`src/rtl/icache_control.sv`:
```
// -----------------------------------------------------------------------------
// icache_control
//
// Control unit for a two-stage pipelined, two-way set-associative instruction
// cache. Stage 1 presents the fetch address to the datapath. Stage 2 carries
// the pipelined control word (pipe_mem_read, pipe_lru) together with the hit
// result.
//
// A hit completes in stage 2 with no added latency. A miss stalls the pipe and
// fills the LRU victim way from physical memory. It then spends one bubble
// cycle re-reading stage 1 before resuming.
//
// Ports
//   clk, rst        clock and asynchronous active-high reset
//   mem_read        stage-1 CPU fetch request (the datapath consumes it)
//   pipe_mem_read   stage-2 fetch request
//   hit             stage-2 tag match
//   pipe_lru        stage-2 LRU bit (1: way 0 most recently used)
//   pmem_resp       physical memory line read complete
//   count_clr       synchronous clear of both performance counters
//   load_pipeline   advance stage-1 -> stage-2 registers
//   read_data       enable data/tag array reads
//   load_data       per-way data array write enable
//   load_tag        per-way tag array write enable
//   set_valid0/1    set valid bit of way 0 / way 1
//   load_lru        write the LRU array
//   pmem_read       line read request to physical memory
//   mem_resp        fetch complete strobe to the CPU
//   hit_count       saturating hit counter
//   miss_count      saturating miss counter
// -----------------------------------------------------------------------------
module icache_control #(
   parameter int CNT_W = 32
) (
   input  logic             clk,
   input  logic             rst,
   input  logic             mem_read,
   input  logic             pipe_mem_read,
   input  logic             hit,
   input  logic             pipe_lru,
   input  logic             pmem_resp,
   input  logic             count_clr,
   output logic             load_pipeline,
   output logic             read_data,
   output logic [1:0]       load_data,
   output logic [1:0]       load_tag,
   output logic             set_valid0,
   output logic             set_valid1,
   output logic             load_lru,
   output logic             pmem_read,
   output logic             mem_resp,
   output logic [CNT_W-1:0] hit_count,
   output logic [CNT_W-1:0] miss_count
);

   typedef enum logic [1:0] {
      INIT   = 2'd0,
      RUN    = 2'd1,
      FETCH  = 2'd2,
      BUBBLE = 2'd3
   } state_t;

   state_t           state_reg, state_next;
   logic             victim_reg, victim_next;
   logic             hit_inc, miss_inc;
   logic [CNT_W-1:0] hit_count_reg, miss_count_reg;

   // -------------------------------------------------------------------------
   // State and victim registers
   // -------------------------------------------------------------------------
   always_ff @(posedge clk or posedge rst) begin
      if (rst) begin
         state_reg  <= INIT;
         victim_reg <= 1'b0;
      end else begin
         state_reg  <= state_next;
         victim_reg <= victim_next;
      end
   end

   // -------------------------------------------------------------------------
   // Next-state and output decode
   // -------------------------------------------------------------------------
   always_comb begin
      state_next    = state_reg;
      victim_next   = victim_reg;
      load_pipeline = 1'b0;
      read_data     = 1'b0;
      load_data     = 2'b00;
      load_tag      = 2'b00;
      set_valid0    = 1'b0;
      set_valid1    = 1'b0;
      load_lru      = 1'b0;
      pmem_read     = 1'b0;
      mem_resp      = 1'b0;
      hit_inc       = 1'b0;
      miss_inc      = 1'b0;

      unique case (state_reg)
         INIT: begin
            load_pipeline = 1'b1;
            read_data     = 1'b1;
            state_next    = RUN;
         end

         RUN: begin
            if (pipe_mem_read && !hit) begin
               // Stall both stages. pipe_lru set means way 0 was used last,
               // so way 1 is the victim. Otherwise way 0 is the victim.
               victim_next = pipe_lru;
               miss_inc    = 1'b1;
               state_next  = FETCH;
            end else begin
               load_pipeline = 1'b1;
               read_data     = 1'b1;
               if (pipe_mem_read) begin
                  mem_resp = 1'b1;
                  load_lru = 1'b1;
                  hit_inc  = 1'b1;
               end
            end
         end

         FETCH: begin
            pmem_read = 1'b1;
            if (pmem_resp) begin
               load_data[victim_reg] = 1'b1;
               load_tag[victim_reg]  = 1'b1;
               set_valid0            = ~victim_reg;
               set_valid1            = victim_reg;
               load_lru              = 1'b1;
               mem_resp              = 1'b1;
               state_next            = BUBBLE;
            end
         end

         BUBBLE: begin
            // Re-read stage 1 one cycle after the array write. This avoids
            // returning stale data when stage 1 maps to the line just filled.
            load_pipeline = 1'b1;
            read_data     = 1'b1;
            state_next    = RUN;
         end

         default: begin
            state_next = INIT;
         end
      endcase
   end

   // -------------------------------------------------------------------------
   // Saturating performance counters; clear wins over increment
   // -------------------------------------------------------------------------
   always_ff @(posedge clk or posedge rst) begin
      if (rst) begin
         hit_count_reg  <= '0;
         miss_count_reg <= '0;
      end else if (count_clr) begin
         hit_count_reg  <= '0;
         miss_count_reg <= '0;
      end else begin
         if (hit_inc && (hit_count_reg != {CNT_W{1'b1}}))
            hit_count_reg <= hit_count_reg + 1'b1;
         if (miss_inc && (miss_count_reg != {CNT_W{1'b1}}))
            miss_count_reg <= miss_count_reg + 1'b1;
      end
   end

   assign hit_count  = hit_count_reg;
   assign miss_count = miss_count_reg;

endmodule

```
`config.mk`:
```
export PLATFORM = sky130hd
export DESIGN_NAME = icache_control
export DESIGN_NICKNAME = d
export VERILOG_FILES = /design/src/rtl/icache_control.sv
export SDC_FILE = /design/constraint.sdc
export NUM_CORES = 1
export LEC_CHECK = 0
export BUFFER_PORTS_ARGS = -buffer_cell sky130_fd_sc_hd__buf_2
export CORE_MARGIN = 1
export CORE_UTILIZATION = 27
export CTS_BUF_LIST = sky130_fd_sc_hd__clkbuf_8 sky130_fd_sc_hd__clkbuf_16
export CTS_CLUSTER_SIZE = 30
export DETAILED_ROUTE_END_ITERATION = 10
export GPL_TIMING_DRIVEN = 0
export HOLD_SLACK_MARGIN = 0.06
export PLACE_DENSITY = 0.47
export SKIP_CTS_REPAIR_TIMING = 1
export SYNTH_ARGS = -nofsm -noshare
export SYNTH_HDL_FRONTEND = slang
export SYNTH_SLANG_ARGS = --single-unit
```
`constraint.sdc`:
```
create_clock -name clk -period 2.3 [get_ports clk]
set_input_delay 0 -clock clk [delete_from_list [all_inputs] [get_ports clk]]
set_output_delay 0 -clock clk [all_outputs]
set_load 0.01 [all_outputs]
```
==> impl_metrics.csv, run 1 <==
group,metric,value,unit
yosys,synth_common_cells,"dfrtp_1, a21oi_1, nand2_1, nor2_1, nand3_1",
layout,diodes,0,
layout,num-fill-cells,1549,
power,p_sw,830.2,uW
clock_network,numCtsBuffers,9,
timing,clock.fmax,449.1,MHz
layout,regArea,1685,sq um
drt,vias,4018,
placement,dp_slack,-0.2834,ns
worst_setup_path,crit_required,2.51,ns
power,power.density,580.2,nW/um^2
timing,finClkSkew,0.008260,ns
drt,firstDrtPassIters,4,
clock_network,path_clk_slew,0.06,ns
layout,final_nets,575,
yosys,synth_seq_cells,67,
floorplan,fp.dieW,124.1,um
yosys,synthesis.instances,455,
worst_setup_path,crit_arrival,2.44,ns
grt,grt_pass1_wl,19780,um
placement,port_buffers,81,
worst_setup_path,worst_r2r_endpoint,"miss_count[27]",
power,leakage,2.255,nW
outcome,outcome,"finished clean",
hold_path,hp-class,"input pin to flip-flop",
yosys,syn_area_per_cell,8.846,sq um
grt,grt_pass1_vias,3914,
power,pwr-share-comb,16.0,%
yosys,synth_fp_nets,468,
yosys,yosysTopAreaCellShare,41.65,%
clock_network,cts_num_sinks,67,
drt,dr.first_iter.drc_count,216,
hold_path,holdPathEnd,"hit_count[17]",
worst_setup_path,reg2reg_depth,8,
yosys,synth_top_area_cell,"dfrtp_1",
timing,period_share,96.81,%
yosys,yosysSeqAreaShare,41.65,%
timing,finalSetupViolCount,0,
layout,final_core_util,36.11,%
timing,whs,0.05062,ns
floorplan,io_pins,83,
worst_setup_path,start_kind,"flip-flop",
power,vdd_ir_drop_max,0.4664,mV
drt,drtAntennaViolNets,0,
worst_setup_path,ff2ff_setup_slack,0.07,ns
drt,wl,12640,um
timing,final_hold_viol_count,0,
flow_run,cap_violations,0,
clock_network,htreeDepth,3,
clock_network,cts_tree,"done",
timing,maxSlewHeadroom,58.70,%
timing,slew_violations,0,
yosys,synth_flop_cell,"dfrtp_1",
timing,fin_crit,2.227,ns
yosys,async_flop_share,100.0,%
worst_setup_path,r2r-start,"miss_count[22]",
grt,grtUsageTotal,16.83,%
yosys,ys_top_cells_by_area,"dfrtp_1, a21oi_1, or4_1",
floorplan,start_util,27.69,%
layout,drive_gt1_share,29.86,%
yosys,netlist_area,4025,sq um
grt,antenna_found_initial,0,
yosys,yosysWarnings,0,
layout,syn2layout_area_growth,30.37,%
floorplan,die-area,15400,sq um
grt,grt_max_degree,55,
floorplan,fp-row-count,44,
placement,place_congestion,0.8042,
drt,wl_per_cell,16.86,um
clock_network,ctsLongestPathBuffers,2,
clock_network,clk_latency,0.33,ns
drt,drc_errors,0,
layout,multi_input_area,2261,sq um
grt,grt_overflow,0,
power,pwr-share-seq,40.8,%
hold_path,holdPathStages,3,
yosys,yosysMostFrequentCell,"dfrtp_1",
power,pwr-share-clk,43.2,%
placement,hpwlAfterDp,9033,um
power,p_int,2.214,mW
yosys,yosysUniqueCellTypes,44,
yosys,synth_edf_count,0,
hold_path,worstHoldStart,"count_clr",
worst_setup_path,path_class,"flip-flop to flip-flop",
worst_setup_path,setup.worst_path.end_class,"flip-flop",
drt,viasPerCell,5.357,
timing,worst_slew_pin_slew,0.6196,ns
power,swShare,27.27,%
floorplan,placeableCoreArea,14530,sq um
floorplan,dieHeight,124.1,um
worst_setup_path,crit_path_max_fanout,10,
timing,fin_ws,0.07339,ns
clock_network,cts_root_buf,"clkbuf_16",
-- power by group through the flow --
stage | clock network (mW) | logic, mW | registers, mW
2_1_floorplan | 0 | 0.299 | 1.26
3_3_place_gp | 0 | 0.448 | 1.26
3_5_place_dp | 0 | 0.460 | 1.26
4_1_cts | 1.34 | 0.464 | 1.24
5_1_grt | 1.39 | 0.552 | 1.25
6_report | 1.32 | 0.486 | 1.24
-- worst max-delay path, stage by stage (launching register included) --
cell and delay [ns]:
dfrtp_1 0.45, and3_1 0.23, buf_6 0.13, and4_4 0.18, and4_1 0.18, buf_6 0.13
clkbuf_4 0.20, nor3_1 0.25, mux2_2 0.36
-- layer usage --
metal / vias to the layer above / wire length [um] / global-route usage, %
met5: - / 0 / 0
li1: 1932 / - / -
met1: 1991 / 6123 / 22.41
met3: 13 / 552 / 3.388
met2: 82 / 5817 / 27.11
met4: 0 / 150 / 5.580
-- logic make-up (layout without fill, tap and decap cells) --
| group | after synthesis | count (layout) | share of synthesized area, % |
|---|---|---|---|
| adder cells (fa/ha/maj) | 5 | 5 | 1.554 |
| multiplexers | 12 | 12 | 3.326 |
| AO/OA/AOI/OAI | 100 | 100 | 14.83 |
| XOR/XNOR | 5 | 5 | 1.088 |
| AND/OR/NAND/NOR | 226 | 226 | 32.27 |
| flip-flops | 67 | 67 | 41.65 |
| buffers and inverters | 40 | 151 | 5.284 |
-- layout make-up --
type / instances / area share [%]
inverters: 8 / 0.6199
well taps: 184 / 4.387
clock buffers: 12 / 5.079
plain buffers: 31 / 3.910
flip-flops and latches: 67 / 32.12
repair buffers: 97 / 10.54
multi-input cells: 348 / 43.09
clock inverters: 3 / 0.2623
-- metrics by stage --
| stage | TNS (ns) | std cells | area [sq um] | total power, mW |
|---|---|---|---|---|
| floorplan | 0 | 455 | 4025 | 1.556 |
| global placement | -35.78 | 720 | 4661 | 1.710 |
| detailed placement | -3.926 | 721 | 4691 | 1.724 |
| CTS | -4.664 | 736 | 4971 | 3.046 |
| global route | -0.03552 | 750 | 5248 | 3.194 |
| finish | 0 | 750 | 5248 | 3.045 |
-- cells in the final DEF, fill, tap and decap left out, drive strengths merged, types with 2 or more instances in the layout --
cell type and count:
buf 109, nor2b 17, clkbuf 28, nor4 4
nor2 32, xor2 3, nand2b 4, nand2 32
and4 8, or3 15, nand4 21, and2 4
nor4b 3, o2111ai 4, xnor2 2, and3 16
o41ai 3, dfrtp 67, a211oi 2, ha 5
o21ai 18, mux2 11, inv 9, nor3 10
nand3 29, dlygate4sd3 3, a21oi 47, clkinv 2
o31ai 22, or4 25
-- how the worst max path moves through the flow --
stage | from | to | cells past startpoint
after floorplan | state_reg[1] | hit_count[27] | 9
after global placement | rst | miss_count[26] | 2
after detailed placement | state_reg[1] | hit_count[27] | 9
after CTS | state_reg[1] | hit_count[27] | 9
after global routing | miss_count[22] | miss_count[11] | 9
final | miss_count[22] | miss_count[27] | 8
No activity file was read; power rests on OpenSTA's default activity.
==> run 2: changes to the inputs <==
--- a/config.mk
+++ b/config.mk
@@ -6,9 +6,10 @@
 export NUM_CORES = 1
 export LEC_CHECK = 0
 export BUFFER_PORTS_ARGS = -buffer_cell sky130_fd_sc_hd__buf_2
+export CORE_ASPECT_RATIO = 1.4
 export CORE_MARGIN = 1
 export CORE_UTILIZATION = 27
-export CTS_BUF_LIST = sky130_fd_sc_hd__clkbuf_8 sky130_fd_sc_hd__clkbuf_16
+export CTS_BUF_LIST = sky130_fd_sc_hd__clkbuf_2
 export CTS_CLUSTER_SIZE = 30
 export DETAILED_ROUTE_END_ITERATION = 10
 export GPL_TIMING_DRIVEN = 0
==> run 2 against run 1 <==
  * Combinational power rose by 10%
  * First-iteration DRC count increased by 6.0%
  * Clock power shrank 29%
  * Setup slack improved by 0.015 ns
  * Final area is 0.95% lower
  * Clock skew increased by 0.023 ns
  * Sequential share of layout area up 0.43 points
  * Largest power group is now sequential cells
==> impl_metrics.csv, run 2 (synthesis gave the netlist of run 1 again) <==
group,metric,value,unit
floorplan,dieHeight,146.5,um
grt,antenna_found_initial,0,
worst_setup_path,worst_r2r_endpoint,"miss_count[29]",
hold_path,holdPathStages,4,
placement,port_buffers,81,
placement,hpwlAfterDp,9075,um
clock_network,clk_latency,0.54,ns
worst_setup_path,start_kind,"flip-flop",
power,p_int,1.913,mW
power,leakage,2.241,nW
outcome,outcome,"finished clean",
drt,dr.first_iter.drc_count,229,
drt,wl,12720,um
placement,dp_slack,-0.2794,ns
floorplan,fp-row-count,52,
worst_setup_path,path_class,"flip-flop to flip-flop",
layout,drive_gt1_share,30.96,%
drt,wl_per_cell,16.65,um
layout,final_cell_mix,"buf_2, dfrtp_1, a21oi_1",
worst_setup_path,crit_buf_inv,2,
worst_setup_path,cp_num_cells,6,
drt,viasPerCell,5.349,
grt,grt_pass1_vias,3739,
clock_network,numCtsBuffers,9,
grt,grtUsageTotal,16.47,%
placement,place_congestion,0.7667,
layout,final_nets,583,
layout,syn2layout_area_growth,29.13,%
power,power.density,521.1,nW/um^2
floorplan,start_util,27.74,%
timing,period_share,96.14,%
floorplan,io_pins,83,
power,vdd_ir_drop_max,0.2497,mV
drt,drc_errors,0,
floorplan,placeableCoreArea,14510,sq um
drt,drtAntennaViolNets,0,
timing,fin_ws,0.08875,ns
worst_setup_path,crit_required,2.74,ns
power,pwr-share-clk,34.5,%
timing,finalSetupViolCount,0,
timing,clock.fmax,452.2,MHz
worst_setup_path,critPathSlowestCell,"or4b_4",
worst_setup_path,crit_path_max_fanout,10,
worst_setup_path,reg2reg_depth,6,
clock_network,cts_root_buf,"clkbuf_2",
power,p_sw,795.5,uW
grt,grt_pass1_wl,19930,um
power,pwr-share-comb,19.8,%
worst_setup_path,startpoint,"miss_count[3]",
worst_setup_path,setup.worst_path.end_class,"flip-flop",
timing,final_hold_viol_count,0,
timing,slew_violations,0,
timing,rsz0062_at_grt,"yes",
clock_network,ctsLongestPathBuffers,2,
floorplan,die-area,15410,sq um
timing,fin_crit,2.211,ns
drt,vias,4087,
clock_network,path_clk_slew,0.20,ns
power,pwr-share-seq,45.7,%
hold_path,hp-class,"input pin to flip-flop",
clock_network,htreeDepth,3,
layout,fin_cells,764,
grt,grt_overflow,0,
grt,grt_max_degree,52,
worst_setup_path,critPathMaxStageDelay,0.50,ns
timing,finClkSkew,0.03129,ns
worst_setup_path,crit_arrival,2.65,ns
timing,worst_slew_pin_slew,0.6681,ns
floorplan,fp.dieW,105.2,um
worst_setup_path,worstPathCellList,"and4_1 > buf_2 > or4b_4 > buf_6 > nor4_2 > mux2_2",
flow_run,cap_violations,0,
timing,fin_setup_tns,0,ns
hold_path,holdPathEnd,"hit_count[17]",
hold_path,worstHoldStart,"count_clr",
worst_setup_path,r2r-start,"miss_count[3]",
layout,num-fill-cells,1499,
layout,diodes,0,
drt,firstDrtPassIters,4,
clock_network,cts_num_sinks,67,
worst_setup_path,ff2ff_setup_slack,0.09,ns
clock_network,cts_tree,"done",
timing,maxSlewHeadroom,55.46,%
worst_setup_path,critPathTopFamily,"simple AND/OR/NAND/NOR gates",
power,swShare,29.37,%
layout,layout_commonest_cell,"buf_2",
placement,dp_cells,726,
==> run 2: changes by cell type in the layout (fill, tap and decap cells not counted), moves of 3 or more <==
cell / before / now
clkbuf_8: 3 / 0
clkbuf_2: 2 / 14
dfrtp_1: 60 / 55
dfrtp_2: 7 / 12
clkbuf_16: 9 / 0
dlygate4sd3_1: 3 / 9
bufinv_16: 0 / 3
==> run 2: through the flow <==
stage	cell area, sq um	total power [mW]	hold slack (ns)	utilization, %
after floorplan	4025	1.556	0.1054	-
after global placement	4667	1.714	0.2101	32.17
after detailed placement	4697	1.726	-0.03749	32.37
after CTS	4851	2.670	-0.6735	33.43
after global routing	5197	2.839	0.3570	35.82
final	5197	2.708	0.3551	35.82
==> run 2: layout make-up <==
class / instances / area [sq um] / share of cell area, %
clock inverter: 6 / 103.9 / 1.998
buffer: 31 / 207.7 / 3.996
tap: 189 / 236.5 / 4.550
multi-input combinational: 348 / 2247 / 43.24
timing repair buffer: 105 / 628.1 / 12.08
clock buffer: 10 / 50.05 / 0.9629
sequential: 67 / 1692 / 32.55
inverter: 8 / 32.53 / 0.6259
==> run 2: how the worst max path moves through the flow <==
stage,to,slack [ns]
finish,miss_count[29],0.09
global route,hit_count[3],-0.03
CTS,hit_count[27],-0.29
detailed placement,hit_count[27],-0.28
global placement,miss_count[14],-0.49
floorplan,hit_count[27],0.19
==> run 2: worst reg2reg max path: stages, from the launching register on <==
cell,delay [ns]
dfrtp_2,0.48
and4_1,0.20
buf_2,0.17
or4b_4,0.51
buf_6,0.17
nor4_2,0.25
mux2_2,0.36
==> run 2: power by group through the flow <==
stage / Combinational [mW] / Clock (mW) / Sequential, mW
final: 0.537 / 0.935 / 1.24
after global routing: 0.594 / 1.00 / 1.24
after CTS: 0.467 / 0.962 / 1.24
after detailed placement: 0.465 / 0 / 1.26
after global placement: 0.453 / 0 / 1.26
after floorplan: 0.299 / 0 / 1.26
==> run 2: routing by layer <==
metal | share of wire, % | global-route usage [%] | vias to the layer above
met1 | 42 | 19.91 | 2012
met5 | 0 | 0 | -
met4 | 1.1 | 5.070 | 0
met3 | 4.8 | 3.348 | 13
met2 | 52 | 29.08 | 99
li1 | - | - | 1963
